$ cat config.mk
export PLATFORM = sky130hd
export DESIGN_NAME = light_step_timer
export DESIGN_NICKNAME = d
export VERILOG_FILES = /design/src/rtl/light_step_timer.sv
export SDC_FILE = /design/constraint.sdc
export NUM_CORES = 1
export LEC_CHECK = 0
export CAP_MARGIN = 20
export CORE_ASPECT_RATIO = 1.25
export CORE_MARGIN = 1
export CORE_UTILIZATION = 57
export DETAILED_ROUTE_END_ITERATION = 8
export MAX_ROUTING_LAYER = met4
export PLACE_DENSITY_LB_ADDON = 0.05
export SKIP_CTS_REPAIR_TIMING = 1
export SYNTH_ARGS = -nofsm -noshare
export SYNTH_HDL_FRONTEND = slang
export SYNTH_SLANG_ARGS = --single-unit
$ cat constraint.sdc
create_clock -name clk -period 5.6 [get_ports clk]
set_clock_uncertainty 0.15 [all_clocks]
set_input_delay 1.4 -clock clk [delete_from_list [all_inputs] [get_ports clk]]
set_output_delay 1.4 -clock clk [all_outputs]
set_load 0.05 [all_outputs]
$ cat src/rtl/light_step_timer.sv
// Step strobe and PWM brightness gate for the LED scanner.
// Speed and brightness are sampled only on step and PWM period boundaries.
module light_step_timer #(
  parameter int BASE_PERIOD = 1000,
  parameter int SPEED_WIDTH = 3,
  parameter int PWM_WIDTH   = 4
) (
  input  logic                   clk,
  input  logic                   reset,
  input  logic                   enable,
  input  logic                   pause,
  input  logic [SPEED_WIDTH-1:0] speed,
  input  logic [PWM_WIDTH-1:0]   brightness,
  output logic                   next_pos,
  output logic                   pwm_enable,
  output logic                   running
);

  localparam int PRE_W = (BASE_PERIOD > 2) ? $clog2(BASE_PERIOD) : 1;
  localparam logic [PRE_W-1:0]     PRE_MAX = PRE_W'(BASE_PERIOD - 1);
  localparam logic [PWM_WIDTH-1:0] PWM_MAX = PWM_WIDTH'((1 << PWM_WIDTH) - 2);

  typedef enum logic [1:0] {IDLE, RUN, HOLD} state_t;

  state_t                 state_reg, state_next;
  logic [PRE_W-1:0]       pre_cnt_reg;
  logic [SPEED_WIDTH-1:0] step_cnt_reg;
  logic [SPEED_WIDTH-1:0] speed_q_reg;
  logic [PWM_WIDTH-1:0]   pwm_cnt_reg;
  logic [PWM_WIDTH-1:0]   bright_q_reg;
  logic                   next_pos_reg;

  logic advance;
  logic base_tick;
  logic step_done;
  logic pwm_wrap;

  // Counters advance on every active edge that sees pause low, so an edge
  // spent paused is neither lost nor counted twice.
  assign advance   = (state_reg != IDLE) && enable && !pause;
  assign base_tick = advance && (pre_cnt_reg == PRE_MAX);
  assign step_done = base_tick && (step_cnt_reg == speed_q_reg);
  assign pwm_wrap  = (pwm_cnt_reg == PWM_MAX);

  always_ff @(posedge clk or negedge reset) begin
    if (!reset) begin
      state_reg <= IDLE;
    end else begin
      state_reg <= state_next;
    end
  end

  always_comb begin
    state_next = state_reg;
    case (state_reg)
      IDLE:      if (enable) state_next = RUN;
      RUN, HOLD: begin
        if (!enable)    state_next = IDLE;
        else if (pause) state_next = HOLD;
        else            state_next = RUN;
      end
      default:   state_next = IDLE;
    endcase
  end

  always_ff @(posedge clk or negedge reset) begin
    if (!reset) begin
      pre_cnt_reg  <= '0;
      step_cnt_reg <= '0;
      speed_q_reg  <= '0;
      pwm_cnt_reg  <= '0;
      bright_q_reg <= '0;
      next_pos_reg <= 1'b0;
    end else if (state_reg == IDLE || !enable) begin
      pre_cnt_reg  <= '0;
      step_cnt_reg <= '0;
      pwm_cnt_reg  <= '0;
      next_pos_reg <= 1'b0;
      if (state_reg == IDLE && enable) begin
        speed_q_reg  <= speed;
        bright_q_reg <= brightness;
      end
    end else begin
      next_pos_reg <= step_done;
      if (advance) begin
        pre_cnt_reg <= base_tick ? '0 : pre_cnt_reg + 1'b1;
      end
      if (base_tick) begin
        step_cnt_reg <= step_done ? '0 : step_cnt_reg + 1'b1;
      end
      if (step_done) begin
        speed_q_reg <= speed;
      end
      // PWM runs through HOLD so the LEDs keep their brightness while paused.
      pwm_cnt_reg <= pwm_wrap ? '0 : pwm_cnt_reg + 1'b1;
      if (pwm_wrap) begin
        bright_q_reg <= brightness;
      end
    end
  end

  always_comb begin
    running    = (state_reg != IDLE);
    pwm_enable = running && (pwm_cnt_reg < bright_q_reg);
    next_pos   = next_pos_reg;
  end

endmodule

==> results of run 1 <==
## cell type report
class                      instances  area (um^2)  area share [%]
inverter                          13         48.8            2.90
multi-input combinational        108          748            44.5
tap                               33         41.3            2.46
clock inverter                     1         7.51           0.446
clock buffer                       3         22.5            1.34
timing repair buffer              14          138            8.18
sequential                        27          676            40.2
## layer usage
layer / wire (um) / GRT usage [%] / part of all wire [%] / up-vias
li1: - / - / - / 571
met1: 1190 / 27.1 / 43 / 535
met2: 1450 / 42.3 / 52 / 27
met3: 83 / 2.74 / 3.0 / 5
met4: 55 / 9.52 / 2.0 / 0
met5: 0 / - / 0 / -
## per-stage QoR
stage                     utilization [%]  power [mW]  hold slack [ns]  cells
after global routing                 67.9       0.631            0.388    199
after detailed placement             66.7       0.504            0.344    195
after floorplan                         -       0.440            0.329    154
after CTS                            67.9       0.595            0.378    199
after global placement               66.7       0.498            0.341    195
final                                67.9       0.589            0.376    199
## report_power, final
group,internal [mW],switching [mW],leakage (nW)
Combinational,0.0965,0.145,0.352
Clock,0.0275,0.0613,0.0139
Sequential,0.233,0.0263,0.360
## cells by family after synthesis
| logic type | Yosys count |
|---|---|
| AOI/OAI and AO/OA | 32 |
| xor gates and xnor gates | 10 |
| adders and majority gates | 9 |
| buffers and inverters | 19 |
| DFF | 27 |
| muxes | 6 |
| and+or+nand+nor | 51 |
## how the worst max path moves through the flow
| stage | endpoint | depth (start not counted) | slack [ns] | start |
|---|---|---|---|---|
| global route | pwm_enable | 5 | 1.39 | pwm_cnt_reg[1] |
| global placement | speed_q_reg[0] | 5 | 1.81 | pause |
| CTS | pwm_enable | 5 | 1.51 | pwm_cnt_reg[1] |
| detailed placement | pre_cnt_reg[7] | 5 | 1.75 | pause |
| finish | pwm_enable | 5 | 1.54 | pwm_cnt_reg[1] |
| floorplan | pwm_enable | 4 | 1.84 | pwm_cnt_reg[1] |
## layout by cell type (no fill, tap or decap), types with 3 or more instances in the layout
cell type / n
a211oi_1: 3
clkdlybuf4s50_1: 13
nor2_1: 10
clkbuf_4: 3
mux2_2: 4
or3_1: 3
nand2_1: 14
a21oi_1: 11
nand3_1: 6
xor2_1: 3
xnor2_1: 7
o211ai_1: 4
dfrtp_1: 27
inv_1: 13
o31ai_1: 5
a21o_1: 3
ha_1: 9
==> Flow_metrics.wiki, run 1 <==
{| class="wikitable"
! Metric !! Value
|-
| Total DRC errors in the routed layout || 0
|-
| Total via count in the routed design || 1138
|-
| Worst slack, placed || 1.75 ns
|-
| TritonCTS clock tree || yes
|-
| Number of pins exceeding their max-slew limit in the final report || 0
|-
| Clock transition at the register clock pins on the worst setup and hold paths after CTS || 0.15 ns
|-
| CP Buf/Inv Count || 1
|-
| Kind of path behind the tightest hold check || reg -> reg
|-
| Yosys reg bits || 27
|-
| Floorplan die area || 0.00285 mm^2
|-
| Fraction of the mapped netlist area in adder cells || 7.49%
|-
| Hold Violations, Final || 0
|-
| Max clock buf depth || 2
|-
| Crit Path Max Fanout || 5
|-
| Final Routed Wirelength || 2.78 mm
|-
| Headroom to the max-slew limit || 53.8%
|-
| Net total in the final layout || 187
|-
| Worst hold endpoint || bright_q_reg[0]
|-
| Fraction of final layout cells sized beyond drive strength 1 || 6.63%
|-
| Via count of the first global-routing pass || 1158
|-
| Syn nets || 174
|-
| Synth cell count leaders || dfrtp_1, nand2_1, inv_1
|-
| Most numerous cell in the Yosys netlist || dfrtp_1
|-
| Sinks on the clock net || 27
|-
| Number of placed I/O pins || 14
|-
| Final-report setup violation count || 0
|-
| Multiplexer area fraction after synthesis || 4.33%
|-
| Xor/xnor share of the synthesized area || 5.82%
|-
| Path type of the worst setup path || reg -> out
|-
| Number of placement rows || 20
|-
| Number of buffers created by CTS || 3
|-
| Status || finished clean
|-
| Capturing point of the worst reg2reg path || pre_cnt_reg[7]
|-
| Compound-Gate Fraction of Synth Area || 14.1%
|-
| Most frequent CP cell || a21o_1
|-
| Final cell area excluding filler cells || 0.00168 mm^2
|-
| Number of antenna-violating nets in the routed design || 0
|-
| ANT cells || 0
|-
| Reg-to-reg slack, setup || 3.46 ns
|-
| Cells on worst reg2reg path || 5
|-
| Number of fill cells || 206
|-
| Number of flip-flops in the largest register || 10
|-
| Reported leakage power || 0.725 nW
|-
| Count of different cell masters after synthesis || 37
|-
| Post-synth top area share || 44.9%
|-
| Initial Utilization || 60.7%
|-
| Gr usage total || 24.3%
|-
| Clock insertion delay at the later pin of the skew report || 0.34 ns
|-
| Period utilisation layout || 72.5%
|-
| Final sum of negative setup slack || 0 ns
|-
| Library cell occupying the most area in the post-synthesis netlist || dfrtp_1
|-
| Area fraction in and, or, nand and nor cells after synthesis || 18.0%
|-
| H-Tree Depth || 1
|-
| Main combinational cell family by area after synthesis || simple AND/OR/NAND/NOR gates
|-
| Highest cell delay on the worst timing path || 0.84 ns
|-
| Core Region || 0.00248 mm^2
|-
| Vias per std cell || 5.72
|-
| Unrepaired setup endpoints after global routing || no
|-
| Tightest Pin Transition || 0.692 ns
|-
| Count of input and output buffers || 13
|-
| Synthesis-to-layout area growth || 11.8%
|-
| Number of iterations in the first detailed-routing pass || 4
|-
| CP Data Required Time || 4.05 ns
|-
| Launch instance of the worst min-delay path || bright_q_reg[0]
|-
| Maximum clock frequency || 246 MHz
|-
| Average wire per cell in the routed design || 14.0 um
|-
| Initial antenna violation count || 0
|-
| Crit path cell chain || ha_1 > a21o_1 > a21o_1 > a211oi_1 > clkdlybuf4s50_1
|-
| Root buffer cell || clkbuf_4
|-
| Cell family with the largest share of critical-path delay || buffers and inverters
|-
| Min Tclk post-route || 4.06 ns
|-
| Slowest cell on crit path || clkdlybuf4s50_1
|-
| Power per cell area || 350 mW/mm^2
|-
| Largest net degree at the start of global routing || 28
|-
| RD Place Congestion || 0.844
|-
| Global-route wire length before repair || 4.74 mm
|-
| Top_reg_cell synth || dfrtp_1
|-
| Total gr overflow || 0
|-
| Post-synthesis cell area || 0.00150 mm^2
|-
| CP startpoint kind || flip-flop
|-
| HPWL after DPL || 2.12 mm
|-
| Sequential-to-total area share from yosys stat || 44.9%
|-
| First-iteration detailed-routing DRC count || 44
|-
| Chip height || 59.4 um
|-
| Max Cap Violations || 0
|-
| Width of the chip || 47.9 um
|-
| Worst IR Drop VDD || 0.320 mV
|-
| Cell area after placement || 0.00165 mm^2
|-
| Average cell area after synthesis || 9.77 um^2
|-
| Share of flip-flops with an asynchronous set or reset after synthesis || 100%
|-
| Final setup slack of the worst path || 1.54 ns
|-
| Count of flip-flops with a built-in enable after synthesis || 0
|-
| Synthesized instance count || 154
|-
| Arrival time at the worst endpoint || 2.51 ns
|-
| Hold path depth || 1
|-
| Crit. End Element || output port
|-
| Critical R2R Launch || state_reg[0]
|-
| Top cells by area, synth || dfrtp_1, ha_1, xnor2_1
|-
| Synthesis warning total || 0
|}
Note: power is estimated with default switching activity, not from simulation.
==> run 2, diff against run 1 <==
--- a/config.mk
+++ b/config.mk
@@ -8,7 +8,7 @@
 export CAP_MARGIN = 20
 export CORE_ASPECT_RATIO = 1.25
 export CORE_MARGIN = 1
-export CORE_UTILIZATION = 57
+export CORE_UTILIZATION = 56
 export DETAILED_ROUTE_END_ITERATION = 8
 export MAX_ROUTING_LAYER = met4
 export PLACE_DENSITY_LB_ADDON = 0.05
==> constraint.sdc (replaced) <==
create_clock -name clk -period 4.1 [get_ports clk]
set_clock_uncertainty 0.15 [all_clocks]
set_input_delay 1.025 -clock clk [delete_from_list [all_inputs] [get_ports clk]]
set_output_delay 1.025 -clock clk [all_outputs]
set_load 0.05 [all_outputs]
==> run 2 against run 1 <==
First-iteration DRC count increased by 16%; clock power is 29% higher; global-route usage is 1.9 points lower; combinational power up 36%; critical endpoint unchanged; largest power group unchanged; highest routed layer unchanged.
==> Flow_metrics.wiki, run 2 (synthesis results as in run 1) <==
{| class="wikitable"
! Metric !! Value
|-
| Hold path depth || 1 (unchanged)
|-
| Part of the power in combinational logic || 41.2% (was 41.0%)
|-
| ANT cells || 0 (unchanged)
|-
| Tightest Pin Transition || 0.752 ns (was 0.692 ns)
|-
| Critical path depth || 5 (unchanged)
|-
| Net total in the final layout || 188 (was 187)
|-
| Vias per std cell || 5.78 (was 5.72)
|-
| Cell family with the largest share of critical-path delay || buffers and inverters (unchanged)
|-
| Number of placement rows || 20 (unchanged)
|-
| Final-report setup violation count || 0 (unchanged)
|-
| Number of antenna-violating nets in the routed design || 0 (unchanged)
|-
| Number of iterations in the first detailed-routing pass || 4 (unchanged)
|-
| Sinks on the clock net || 27 (unchanged)
|-
| Core Region || 0.00248 mm^2 (unchanged)
|-
| RD Place Congestion || 0.847 (was 0.844)
|-
| Total gr overflow || 0 (unchanged)
|-
| Most frequent CP cell || a21o_1 (unchanged)
|-
| HPWL after DPL || 2.19 mm (was 2.12 mm)
|-
| Floorplan die area || 0.00290 mm^2 (was 0.00285 mm^2)
|-
| Flip-flop and latch area || 676 um^2 (unchanged)
|-
| Total via count in the routed design || 1156 (was 1138)
|-
| Crit Path Max Fanout || 5 (unchanged)
|-
| Largest net degree at the start of global routing || 28 (unchanged)
|-
| Synthesis-to-layout area growth || 12.1% (was 11.8%)
|-
| Filler-free cell count of the finished design || 200 (was 199)
|-
| Crit. End Element || output port (unchanged)
|-
| Final Routed Wirelength || 2.83 mm (was 2.78 mm)
|-
| Number of pins exceeding their max-slew limit in the final report || 0 (unchanged)
|-
| Fraction of final layout cells sized beyond drive strength 1 || 7.19% (was 6.63%)
|-
| Period utilisation layout || 89.2%
|-
| Crit path cell chain || ha_1 > a21o_1 > a21o_1 > a211oi_1 > clkdlybuf4s50_1 (unchanged)
|-
| Average wire per cell in the routed design || 14.2 um (was 14.0 um)
|-
| Cell internal pwr || 0.486 mW (was 0.357 mW)
|-
| Cells on worst reg2reg path || 5 (unchanged)
|-
| Min Tclk post-route || 3.66 ns
|-
| Total area of multi-input combinational cells || 748 um^2 (unchanged)
|-
| Path type of the worst setup path || reg -> out (unchanged)
|-
| Via count of the first global-routing pass || 1147 (was 1158)
|-
| Reg-to-reg slack, setup || 1.88 ns (was 3.46 ns)
|-
| Total DRC errors in the routed layout || 0 (unchanged)
|-
| Number of placed I/O pins || 14 (unchanged)
|-
| Sequential power share || 44.5% (was 43.9%)
|-
| Worst IR Drop VDD || 0.378 mV (was 0.320 mV)
|-
| CP Data Required Time || 2.92 ns (was 4.05 ns)
|-
| Chip height || 59.9 um (was 59.4 um)
|-
| Global-route wire length before repair || 4.83 mm (was 4.74 mm)
|-
| Number of fill cells || 203 (was 206)
|-
| Worst slack, placed || 0.813 ns (was 1.75 ns)
|-
| Power share of the clock group || 14.3% (was 15.1%)
|-
| CP Buf/Inv Count || 1 (unchanged)
|-
| Commonest cells after routing, fill and taps aside || dfrtp_1, nand2_1, inv_1, clkdlybuf4s50_1, a21oi_1 (unchanged)
|-
| Number of flip-flops in the largest register || 10 (unchanged)
|-
| Final setup slack of the worst path || 0.445 ns (was 1.54 ns)
|-
| Highest cell delay on the worst timing path || 0.84 ns (about the same)
|-
| Initial antenna violation count || 0 (unchanged)
|-
| Clock insertion delay at the later pin of the skew report || 0.32 ns (was 0.34 ns)
|-
| Total power consumption of the routed design || 0.797 mW (was 0.589 mW)
|-
| Status || finished clean (unchanged)
|-
| Headroom to the max-slew limit || 49.8% (was 53.8%)
|-
| CP startpoint kind || flip-flop (unchanged)
|-
| Most frequent standard cell in the layout excluding fill and tap cells || dfrtp_1 (unchanged)
|-
| Hold Violations, Final || 0 (unchanged)
|-
| Clock transition at the register clock pins on the worst setup and hold paths after CTS || 0.15 ns (about the same)
|-
| Net Switching || 0.312 mW (was 0.233 mW)
|-
| Max clock buf depth || 2 (unchanged)
|-
| Maximum clock frequency || 274 MHz
|-
| Arrival time at the worst endpoint || 2.48 ns (was 2.51 ns)
|-
| TritonCTS clock tree || yes (unchanged)
|-
| Final sum of negative setup slack || 0 ns (unchanged)
|-
| Slowest cell on crit path || clkdlybuf4s50_1 (unchanged)
|-
| Count of input and output buffers || 13 (unchanged)
|-
| Number of buffers created by CTS || 3 (unchanged)
|-
| # placed instances || 196 (was 195)
|-
| H-Tree Depth || 1 (unchanged)
|-
| Switching Fraction || 39.1% (was 39.5%)
|-
| Max Cap Violations || 0 (unchanged)
|-
| Width of the chip || 48.4 um (was 47.9 um)
|-
| Unrepaired setup endpoints after global routing || no (unchanged)
|-
| Gr usage total || 22.3% (was 24.3%)
|-
| Kind of path behind the tightest hold check || reg -> reg (unchanged)
|-
| Initial Utilization || 60.7% (unchanged)
|-
| Power per cell area || 473 mW/mm^2 (was 350 mW/mm^2)
|-
| Reported leakage power || 0.734 nW (was 0.725 nW)
|-
| First-iteration detailed-routing DRC count || 51 (was 44)
|-
| Root buffer cell || clkbuf_4 (unchanged)
|-
| Fraction of the core area covered by cells at the end of the flow || 68.1% (was 67.9%)
|}
[run 2: worst paths after layout]
path,to,start
setup / recovery,pwm_enable,pwm_cnt_reg[1]
hold / removal,bright_q_reg[2],bright_q_reg[2]
setup reg to reg,pre_cnt_reg[7],state_reg[0]
hold reg to reg,bright_q_reg[2],bright_q_reg[2]
max in group asynchronous,pre_cnt_reg[1],reset
min in group asynchronous,step_cnt_reg[1],reset
[run 2: per-layer routing]
layer | part of all wire [%] | vias up | global-route usage [%] | wire [um]
met1 | 42 | 557 | 25.6 | 1200
met3 | 3.2 | 2 | 2.29 | 92
li1 | - | 572 | - | -
met2 | 54 | 25 | 42.5 | 1520
met5 | 0 | - | - | 0
met4 | 0.71 | 0 | 5.04 | 20
[run 2: layout make-up]
cell class | count | share of cell area (%)
Clock inverter | 1 | 0.297
Inverter | 13 | 2.89
Tap cell | 33 | 2.45
Clock buffer | 3 | 1.34
Multi-Input combinational cell | 108 | 44.4
Sequential cell | 27 | 40.1
Timing Repair Buffer | 15 | 8.61
[run 2: metrics by stage]
step / area [um^2] / hold WS (ns)
6_report: 1690 / 0.382
3_5_place_dp: 1660 / 0.356
5_1_grt: 1690 / 0.408
2_1_floorplan: 1500 / 0.329
4_1_cts: 1690 / 0.389
3_3_place_gp: 1660 / 0.341
[run 2: power groups by stage]
stage	sequential [mW]	clock, mW	combinational [mW]
floorplan	0.350	0	0.251
global placement	0.358	0	0.321
detailed placement	0.361	0	0.332
CTS	0.355	0.118	0.332
global route	0.361	0.128	0.366
finish	0.355	0.114	0.329
==> run 3, diff against run 2 <==
--- a/config.mk
+++ b/config.mk
@@ -5,6 +5,7 @@
 export SDC_FILE = /design/constraint.sdc
 export NUM_CORES = 1
 export LEC_CHECK = 0
+export ABC_AREA = 1
 export CAP_MARGIN = 20
 export CORE_ASPECT_RATIO = 1.25
 export CORE_MARGIN = 1
==> run 3 against run 2 <==
Critical endpoint unchanged; worst setup slack gained 0.17 ns; clock power grew 6%; sequential power shrank 1%; non-clock buffer count shrank 1.
==> Flow_metrics.wiki, run 3 <==
{| class="wikitable"
! Metric !! Value
|-
| Status || finished clean (unchanged)
|-
| Cell area after placement || 0.00168 mm^2 (was 0.00166 mm^2)
|-
| Final-report setup violation count || 0 (unchanged)
|-
| Fraction of the core area covered by cells at the end of the flow || 68.9% (was 68.1%)
|-
| Post-synth top area share || 45.0% (was 44.9%)
|-
| Gr usage total || 23.9% (was 22.3%)
|-
| Total gr overflow || 0 (unchanged)
|-
| Fraction of met1 tracks used by global routing || 21.5% (was 25.6%)
|-
| Min Tclk post-route || 3.49 ns (was 3.66 ns)
|-
| Clock insertion delay at the later pin of the skew report || 0.34 ns (was 0.32 ns)
|-
| Synthesized instance count || 187 (was 154)
|-
| Tightest Pin Transition || 0.493 ns (was 0.752 ns)
|-
| Library cell occupying the most area in the post-synthesis netlist || dfrtp_1 (unchanged)
|-
| Number of placed I/O pins || 14 (unchanged)
|-
| Number of antenna-violating nets in the routed design || 0 (unchanged)
|-
| Peak-usage layer in the global routing report || met2 (unchanged)
|-
| Met2 GRT Util || 45.1% (was 42.5%)
|-
| CP Buf/Inv Count || 1 (unchanged)
|-
| Worst slack, placed || 0.975 ns (was 0.813 ns)
|-
| Initial Utilization || 60.6% (was 60.7%)
|-
| Yosys reg bits || 27 (unchanged)
|-
| Hold Violations, Final || 0 (unchanged)
|-
| Synth cell count leaders || nand2_1, dfrtp_1, nor2_1 (was dfrtp_1, nand2_1, inv_1)
|-
| Total DRC errors in the routed layout || 0 (unchanged)
|-
| Fraction of final layout cells sized beyond drive strength 1 || 7.80% (was 7.19%)
|-
| Number of placement rows || 20 (unchanged)
|-
| RD Place Congestion || 0.867 (was 0.847)
|-
| Total via count in the routed design || 1236 (was 1156)
|-
| Share of flip-flops with an asynchronous set or reset after synthesis || 100% (unchanged)
|-
| Commonest cells after routing, fill and taps aside || nand2_1, dfrtp_1, nor2_1 (was dfrtp_1, nand2_1, inv_1, clkdlybuf4s50_1, a21oi_1)
|-
| Highest cell delay on the worst timing path || 0.80 ns (was 0.84 ns)
|-
| Met3 track demand over resource || 4.07% (was 2.29%)
|-
| H-Tree Depth || 1 (unchanged)
|-
| Flip-flop and latch area || 676 um^2 (unchanged)
|-
| Number of iterations in the first detailed-routing pass || 5 (was 4)
|-
| Count of flip-flops with a built-in enable after synthesis || 0 (unchanged)
|-
| Via count of the first global-routing pass || 1277 (was 1147)
|-
| Kind of path behind the tightest hold check || reg -> reg (unchanged)
|-
| ANT cells || 0 (unchanged)
|-
| Period utilisation layout || 85.1% (was 89.2%)
|-
| Core Region || 0.00248 mm^2 (unchanged)
|-
| Post-synthesis cell area || 0.00150 mm^2 (about the same)
|-
| Final sum of negative setup slack || 0 ns (unchanged)
|-
| Clock transition at the register clock pins on the worst setup and hold paths after CTS || 0.14 ns (was 0.15 ns)
|-
| Largest net degree at the start of global routing || 28 (unchanged)
|-
| Final setup slack of the worst path || 0.612 ns (was 0.445 ns)
|-
| Crit Path Max Fanout || 4 (was 5)
|-
| Syn nets || 207 (was 174)
|-
| Sequential-to-total area share from yosys stat || 45.0% (was 44.9%)
|-
| Number of fill cells || 217 (was 203)
|-
| Global-route wire length before repair || 5.04 mm (was 4.83 mm)
|-
| Average cell area after synthesis || 8.03 um^2 (was 9.77 um^2)
|-
| Final cell area excluding filler cells || 0.00171 mm^2 (was 0.00169 mm^2)
|-
| Root buffer cell || clkbuf_4 (unchanged)
|-
| Count of different cell masters after synthesis || 23 (was 37)
|-
| CP startpoint kind || flip-flop (unchanged)
|-
| Maximum clock frequency || 287 MHz (was 274 MHz)
|-
| Most numerous cell in the Yosys netlist || nand2_1 (was dfrtp_1)
|-
| Reported leakage power || 0.845 nW (was 0.734 nW)
|-
| Most frequent standard cell in the layout excluding fill and tap cells || nand2_1 (was dfrtp_1)
|-
| Width of the chip || 48.3 um (was 48.4 um)
|-
| Chip height || 59.9 um (about the same)
|-
| Slowest cell on crit path || clkdlybuf4s50_1 (unchanged)
|-
| Unrepaired setup endpoints after global routing || no (unchanged)
|-
| Path type of the worst setup path || reg -> out (unchanged)
|-
| Crit path cell chain || ha_1 > a21boi_0 > o211ai_1 > nand2_1 > nor2_1 > clkdlybuf4s50_1 (was ha_1 > a21o_1 > a21o_1 > a211oi_1 > clkdlybuf4s50_1)
|-
| Vias per std cell || 5.19 (was 5.78)
|-
| Number of flip-flops in the largest register || 10 (unchanged)
|-
| Average wire per cell in the routed design || 12.1 um (was 14.2 um)
|-
| Total area of multi-input combinational cells || 732 um^2 (was 748 um^2)
|-
| Floorplan die area || 0.00289 mm^2 (was 0.00290 mm^2)
|-
| Crit. End Element || output port (unchanged)
|-
| Max Cap Violations || 0 (unchanged)
|-
| Max clock buf depth || 2 (unchanged)
|-
| Arrival time at the worst endpoint || 2.31 ns (was 2.48 ns)
|-
| HPWL after DPL || 2.26 mm (was 2.19 mm)
|-
| Net total in the final layout || 226 (was 188)
|-
| First-iteration detailed-routing DRC count || 16 (was 51)
|-
| Final Routed Wirelength || 2.89 mm (was 2.83 mm)
|-
| Initial antenna violation count || 0 (unchanged)
|-
| Cell family with the largest share of critical-path delay || buffers and inverters (unchanged)
|-
| Count of input and output buffers || 13 (unchanged)
|-
| CP Data Required Time || 2.92 ns (about the same)
|-
| Synthesis-to-layout area growth || 13.7% (was 12.1%)
|-
| Number of pins exceeding their max-slew limit in the final report || 0 (unchanged)
|-
| Worst IR Drop VDD || 0.345 mV (was 0.378 mV)
|-
| Sinks on the clock net || 27 (unchanged)
|-
| TritonCTS clock tree || yes (unchanged)
|-
| Top cells by area, synth || dfrtp_1, nand2_1, ha_1 (was dfrtp_1, ha_1, xnor2_1)
|-
| Top_reg_cell synth || dfrtp_1 (unchanged)
|-
| Headroom to the max-slew limit || 67.0% (was 49.8%)
|-
| Number of buffers created by CTS || 3 (unchanged)
|-
| Synthesis warning total || 0 (unchanged)
|-
| Power per cell area || 472 mW/mm^2 (was 473 mW/mm^2)
|}
==> run 3: cell types whose count changed after synthesis, sizes merged, moves of 5 or more <==
cell	delta
o31ai	-5
nor2	+20
inv	+12
nand3	+6
a21oi	-5
nand2	+40
==> run 3: path summary, 6_finish.rpt <==
path                                start         endpoint  slack [ns]  cells past startpoint
min                        pwm_cnt_reg[0]   pwm_cnt_reg[0]        0.36                      1
max in group asynchronous           reset  step_cnt_reg[1]        2.65                      2
max                        pwm_cnt_reg[1]       pwm_enable        0.61                      6
min in group asynchronous           reset   pre_cnt_reg[0]        0.88                      2
max reg2reg                  state_reg[0]   pre_cnt_reg[7]        2.29                      8
min reg2reg                pwm_cnt_reg[0]   pwm_cnt_reg[0]        0.36                      1
==> run 3: power by group <==
group / total, mW / leakage (nW) / switching, mW / internal, mW
sequential: 0.350 / 0.356 / 0.0329 / 0.317
clock: 0.121 / 0.0150 / 0.0830 / 0.0383
combinational: 0.334 / 0.474 / 0.212 / 0.121
total: 0.805 / 0.845 / 0.328 / 0.477
==> run 3: layout make-up <==
type	instances	area share, %
Multi-Input combinational cell	135	42.9
Tap cell	33	2.42
Inverter	25	5.50
Timing Repair Buffer	14	8.06
Clock buffer	4	1.54
Sequential cell	27	39.6
==> run 3: kinds of logic after synthesis <==
family,count (synthesis),share of synthesized area (%)
xor gates and xnor gates,10,5.83
AOI/OAI and AO/OA,13,5.17
adders and majority gates,9,7.50
and+or+nand+nor,101,28.8
DFF,27,45.0
muxes,2,1.42
buffers and inverters,25,6.25
==> run 3: metrics by stage <==
step           power [mW]  hold WS (ns)  instances
2_1_floorplan       0.593         0.302        187
3_3_place_gp        0.672         0.332        234
3_5_place_dp        0.693         0.343        234
4_1_cts             0.814         0.362        238
5_1_grt             0.864         0.378        238
6_report            0.805         0.360        238
==> run 3: metal layers <==
metal	vias to the layer above	wire (um)
met5	-	0
met4	0	73
met3	7	60
met2	22	1600
met1	582	1150
li1	625	-
